<file path="src/rtl/mips_imem_loader_if.sv">
// Byte-stream input and instruction-memory write port of the mips_imem_loader boot loader.
// master = loader side, slave = stream source / memory / core side.
interface mips_imem_loader_if #(
    parameter int ADDR_W = 8
);
    logic              in_valid;
    logic [7:0]        in_data;
    logic              in_ready;
    logic              imem_we;
    logic [ADDR_W-1:0] imem_addr;
    logic [31:0]       imem_wdata;
    logic              core_run;
    logic              load_done;
    logic              err;

    modport master (
        input  in_valid, in_data,
        output in_ready, imem_we, imem_addr, imem_wdata, core_run, load_done, err
    );

    modport slave (
        output in_valid, in_data,
        input  in_ready, imem_we, imem_addr, imem_wdata, core_run, load_done, err
    );
endinterface

</file>
<file path="src/rtl/mips_imem_loader.sv">
// Boot loader: framed byte stream (A5, N, 4N big-endian bytes) -> instruction-memory writes, then core_run.
// Define MIPS_IMEM_LOADER_CHECKSUM_EN to require a trailing 8-bit data-byte sum after the words.
module mips_imem_loader #(
    parameter int ADDR_W = 8
) (
    input  logic                clk,
    input  logic                rst_n,
    mips_imem_loader_if.master  bus
);
    localparam int          CW  = ADDR_W + 1;
    localparam int unsigned CAP = 32'd1 << ADDR_W;

    typedef enum logic [2:0] {
        S_IDLE,
        S_COUNT,
        S_DATA,
        S_WAIT,
        S_DONE,
        S_ERROR
`ifdef MIPS_IMEM_LOADER_CHECKSUM_EN
        , S_CHECK
`endif
    } state_e;

    state_e            state_q, state_d;
    logic [CW-1:0]     cnt_q, cnt_d;
    logic [CW-1:0]     widx_q, widx_d;
    logic [1:0]        bcnt_q, bcnt_d;
    logic [23:0]       asm_q, asm_d;
    logic              we_q, we_d;
    logic [ADDR_W-1:0] addr_q, addr_d;
    logic [31:0]       wdata_q, wdata_d;
`ifdef MIPS_IMEM_LOADER_CHECKSUM_EN
    logic [7:0]        sum_q, sum_d;
`endif
    logic              in_ready;
    logic              hs;

    // Ready depends on registered state only, never on in_valid.
    assign in_ready       = (state_q != S_WAIT) && (state_q != S_DONE);
    assign bus.in_ready   = in_ready;
    assign bus.imem_we    = we_q;
    assign bus.imem_addr  = addr_q;
    assign bus.imem_wdata = wdata_q;
    assign bus.core_run   = (state_q == S_DONE);
    assign bus.load_done  = (state_q == S_DONE);
    assign bus.err        = (state_q == S_ERROR);

    always_comb begin
        state_d = state_q;
        cnt_d   = cnt_q;
        widx_d  = widx_q;
        bcnt_d  = bcnt_q;
        asm_d   = asm_q;
        we_d    = 1'b0;
        addr_d  = addr_q;
        wdata_d = wdata_q;
`ifdef MIPS_IMEM_LOADER_CHECKSUM_EN
        sum_d   = sum_q;
`endif
        hs      = bus.in_valid && in_ready;

        case (state_q)
            S_IDLE: begin
                if (hs && bus.in_data == 8'hA5) state_d = S_COUNT;
            end
            S_COUNT: begin
                if (hs) begin
                    if (bus.in_data == 8'd0 || 32'(bus.in_data) > CAP) begin
                        state_d = S_ERROR;
                    end else begin
                        cnt_d   = CW'(bus.in_data);
                        widx_d  = '0;
                        bcnt_d  = '0;
`ifdef MIPS_IMEM_LOADER_CHECKSUM_EN
                        sum_d   = '0;
`endif
                        state_d = S_DATA;
                    end
                end
            end
            S_DATA: begin
                if (hs) begin
                    asm_d  = {asm_q[15:0], bus.in_data};
                    bcnt_d = bcnt_q + 2'd1;
`ifdef MIPS_IMEM_LOADER_CHECKSUM_EN
                    sum_d  = sum_q + bus.in_data;
`endif
                    if (bcnt_q == 2'd3) begin
                        we_d    = 1'b1;
                        addr_d  = widx_q[ADDR_W-1:0];
                        wdata_d = {asm_q, bus.in_data};
                        // Extra index bit keeps N == 2**ADDR_W from wrapping to 0 here.
                        widx_d  = widx_q + CW'(1);
                        if (widx_d == cnt_q) begin
`ifdef MIPS_IMEM_LOADER_CHECKSUM_EN
                            state_d = S_CHECK;
`else
                            state_d = S_WAIT;
`endif
                        end
                    end
                end
            end
`ifdef MIPS_IMEM_LOADER_CHECKSUM_EN
            S_CHECK: begin
                if (hs) state_d = (bus.in_data == sum_q) ? S_WAIT : S_ERROR;
            end
`endif
            // Final write strobe is high during WAIT, so it commits before core_run rises.
            S_WAIT:  state_d = S_DONE;
            default: ;
        endcase
    end

    always_ff @(posedge clk) begin
        if (!rst_n) begin
            state_q <= S_IDLE;
            cnt_q   <= '0;
            widx_q  <= '0;
            bcnt_q  <= '0;
            asm_q   <= '0;
            we_q    <= 1'b0;
            addr_q  <= '0;
            wdata_q <= '0;
`ifdef MIPS_IMEM_LOADER_CHECKSUM_EN
            sum_q   <= '0;
`endif
        end else begin
            state_q <= state_d;
            cnt_q   <= cnt_d;
            widx_q  <= widx_d;
            bcnt_q  <= bcnt_d;
            asm_q   <= asm_d;
            we_q    <= we_d;
            addr_q  <= addr_d;
            wdata_q <= wdata_d;
`ifdef MIPS_IMEM_LOADER_CHECKSUM_EN
            sum_q   <= sum_d;
`endif
        end
    end
endmodule
</file>
<file path="src/flat_wrapper.sv">
// flat-port wrapper written by rule: the top's interface ports become plain ports
module mips_imem_loader_flat 
#(
    parameter int ADDR_W = 8
)
  (clk, rst_n, bus_in_valid, bus_in_data, bus_in_ready, bus_imem_we, bus_imem_addr, bus_imem_wdata, bus_core_run, bus_load_done, bus_err);
  mips_imem_loader_if #(.ADDR_W(ADDR_W)) bus_i ();
  input  logic clk;
  input  logic rst_n;
  input wire logic [$bits(bus_i.in_valid)-1:0] bus_in_valid;
  input wire logic [$bits(bus_i.in_data)-1:0] bus_in_data;
  output wire logic [$bits(bus_i.in_ready)-1:0] bus_in_ready;
  output wire logic [$bits(bus_i.imem_we)-1:0] bus_imem_we;
  output wire logic [$bits(bus_i.imem_addr)-1:0] bus_imem_addr;
  output wire logic [$bits(bus_i.imem_wdata)-1:0] bus_imem_wdata;
  output wire logic [$bits(bus_i.core_run)-1:0] bus_core_run;
  output wire logic [$bits(bus_i.load_done)-1:0] bus_load_done;
  output wire logic [$bits(bus_i.err)-1:0] bus_err;
  assign bus_i.in_valid = bus_in_valid;
  assign bus_i.in_data = bus_in_data;
  assign bus_in_ready = bus_i.in_ready;
  assign bus_imem_we = bus_i.imem_we;
  assign bus_imem_addr = bus_i.imem_addr;
  assign bus_imem_wdata = bus_i.imem_wdata;
  assign bus_core_run = bus_i.core_run;
  assign bus_load_done = bus_i.load_done;
  assign bus_err = bus_i.err;
  mips_imem_loader #(.ADDR_W(ADDR_W)) u_core (.clk(clk), .rst_n(rst_n), .bus(bus_i));
endmodule
</file>
<file path="config.mk">
export PLATFORM = sky130hd
export DESIGN_NAME = mips_imem_loader_flat
export DESIGN_NICKNAME = d
export VERILOG_FILES = /design/src/rtl/mips_imem_loader_if.sv /design/src/rtl/mips_imem_loader.sv /design/src/flat_wrapper.sv
export SDC_FILE = /design/constraint.sdc
export NUM_CORES = 1
export LEC_CHECK = 0
export BUFFER_PORTS_ARGS = -buffer_cell sky130_fd_sc_hd__buf_2
export CORE_MARGIN = 2
export CORE_UTILIZATION = 52
export CTS_CLUSTER_DIAMETER = 30
export CTS_CLUSTER_SIZE = 20
export DETAILED_ROUTE_END_ITERATION = 8
export PLACE_DENSITY = 0.74
export SLEW_MARGIN = 20
export SYNTH_ARGS = -nofsm -noshare
export SYNTH_HDL_FRONTEND = slang
export SYNTH_SLANG_ARGS = --single-unit
</file>
<file path="constraint.sdc">
create_clock -name clk -period 2.4 [get_ports clk]
set_clock_uncertainty 0.2 [all_clocks]
set_input_delay 0.24 -clock clk [delete_from_list [all_inputs] [get_ports clk]]
set_output_delay 0.24 -clock clk [all_outputs]
set_load 0.02 [all_outputs]
</file>
==> impl_results.md <==
* Status: completed
* Post-CTS resize count at 0
* DRC at 0
* Routed len/inst at 13.1 µm
* Max Freq at 468 MHz
* Drt first pass iters at 4
* Dpl hpwl at 5330 µm
* 1st-iter DRT viols at 175
* Most frequent cells in the layout: 146 x nand2_1, 87 x dfxtp_1, 65 x a21boi_0
* R2R depth at 7
* Crit Path Class: in -> reg
* Worst Tran Pin Value at 0.575 ns
* Die Wd at 88.4 µm
* Crit Path Max Fanout at 8
* Power Total at 0.00258 W
* Crit path from: bus_in_data[7]
* Worst Path Arrival at 2.18 ns
* Normalized max-slew margin at 61.6%
* Setup crit start kind: input pin
* Clock Pin Slew Worst Setup and Hold Paths at 0.09 ns
* TritonCTS clock tree: built
* Boundary pin count at 56
* Initial antenna violation count at 0
* Max-Cap Viols at 0
* Reg-to-reg slack, setup at 0.32 ns
* Leakage at 1.60 nW
* Post-CTS setup buffer count at 0
* DIE AREA at 0.00781 mm²
* Worst R2R End: u_core.state_q[0]
* RSZ-0062 raised after global routing: no
* Starting Density at 54.2%
* Avg Cell Area, Syn at 8.41 µm²
* Clock Latency Late Sink at 0.35 ns
* Setup TNS Final at 0 ns
* Post-Syn Instances at 440
* R2r startpoint: u_core.widx_q[1]
* PD cells at 600 mW/mm²
* Area growth syn-to-layout at 16.3%
* Most common cell after layout, fill and taps aside: nand2_1
* Core Region at 0.00683 mm²
* Std-Cell Rows at 30
* Final number of setup-violating endpoints at 0
* RD Place Congestion at 0.942
* Crit end category: flip-flop
* Overflow after GRT at 0
* Synth warn at 0
* Post-synth EDFFs at 0
* Fin. Hold Viols at 0
* GRT Total Usage at 21.4%
* Unique masters post-synth at 43
* Clk buf depth at 2
* CTS hold repair buffers at 6
* First-pass GRT wire length at 13200 µm
* HP Class: in -> reg
* H-tree Lvls at 3
* Most used DFF post-synth: dfxtp_1
* Die Y at 88.4 µm
* Post-detailed-route count of antenna-violating nets at 0
* Critical Path End: u_core.widx_q[1]
* Clock Root Buffer: clkbuf_8
* Nets at 508
* Port-buffer cells at 55
* Crit share post-route at 89.0%
* Layout cells sized above 1 at 18.4%
* WP data required at 2.45 ns
* WL final at 7790 µm
* Routed vias at 3036
* Sequential share of the synthesized area at 47.0%
* Post-synth ARST share at 0%
* Via/cell ratio at 5.10
* Final min period at 2.14 ns
* Vias in the first global route at 2758
* Post-Syn Area at 0.00370 mm²
* Largest net degree at the start of global routing at 40
* Clock sink total at 87
* N_diodes at 0
* Worst vdd ir at 0.353 mV
* Mapped Nets at 453
* Synthesized flop and latch total at 87
* Hold depth at 3
* Final Core Density at 63.0%
* CTS Buf Count at 9
* Fin. max-slew vios at 0
==> through the flow <==
stage | instances | area [µm²] | worst slack (ns) | hold WS, ns
2_1_floorplan | 440 | 3700 | 0.441 | 0.185
3_3_place_gp | 574 | 4040 | 0.430 | 0.248
3_5_place_dp | 574 | 4040 | 0.377 | 0.253
4_1_cts | 595 | 4300 | 0.288 | 0.00461
5_1_grt | 595 | 4300 | 0.0468 | 0.0230
6_report | 595 | 4300 | 0.263 | 0.00989
==> worst min-delay path by stage <==
stage	slack, ns	endpoint	start
floorplan	0.18	u_core.asm_q[0]	bus_in_data[0]
global placement	0.25	u_core.bus.imem_addr[5]	u_core.bus.imem_addr[5]
detailed placement	0.25	u_core.bus.imem_wdata[20]	u_core.bus.imem_wdata[20]
CTS	0.005	u_core.bus.imem_wdata[2]	bus_in_data[2]
global route	0.02	u_core.asm_q[5]	bus_in_data[5]
finish	0.01	u_core.bus.imem_wdata[2]	bus_in_data[2]
==> Yosys cell counts, drive strengths merged, types with 2 or more instances <==
library cell  instances  area (µm²)
nand2               146         548
dfxtp                87        1740
a21boi               66         495
o21ai                17        85.1
buf                  16        97.6
nor2                 14        60.1
clkbuf               12        45.0
nor2b                10        62.6
xnor2                 9        86.3
mux2i                 8        80.1
and2                  7        43.8
inv                   6        22.5
a31oi                 5        31.3
nand3                 5        37.5
nor3                  4        25.0
a21oi                 3        15.0
and3                  3        25.0
nor4                  3        25.0
xor2                  3        26.3
a211oi                2        15.0
ha                    2        25.0
nand4                 2        12.5
==> power by group <==
part           internal, W  total [W]  switching (W)  leakage, nW
clock network     0.000517    0.00106       0.000545        0.101
logic            0.0000349  0.0000751      0.0000401        0.795
registers          0.00144    0.00144     0.00000158        0.700
total              0.00200    0.00258       0.000586         1.60
==> metal layers <==
layer / global-route usage, % / vias up / share of wire [%]
met3: 4.48 / 5 / 5.1
met2: 32.0 / 77 / 44
met4: 5.23 / 0 / 0.81
li1: - / 1558 / -
met5: 0 / - / 0
met1: 31.8 / 1396 / 50
==> flip-flops by register name, summed over array words and instances, names as in the netlist <==
signal,flops
u_core.state_q,3
u_core.bcnt_q,2
u_core.bus.imem_we,1
u_core.bus.imem_wdata,32
u_core.widx_q,9
u_core.cnt_q,8
u_core.asm_q,24
u_core.bus.imem_addr,8
==> cells by family (layout without fill, tap and decap cells) <==
logic type,Yosys count,after routing,synth area share [%]
xor+xnor,12,12,3.04
simple gates,198,198,23.5
buf+inv,34,93,4.46
flops,87,87,47.0
mux,8,8,2.16
compound gates,99,99,19.1
fa+ha+maj,2,2,0.676
==> area by class of cell <==
class                           count  area, µm²
Fill cell                         628       2530
Clock buffer                       10        138
Tap cell                           96        120
Clock inverter                      5       66.3
Sequential cell                    87       1740
Inverter                            6       22.5
Multi-Input combinational cell    319       1800
Timing Repair Buffer               72        418
==> critical path, cell delays in order <==
cell and delay (ns):
dlygate4sd3_1 0.53, buf_2 0.15, nor4_1 0.51, a211o_2 0.27, a21o_2 0.23, inv_1 0.09
nand3_1 0.09, a21boi_1 0.06
Power figures use the tool's default switching activity.
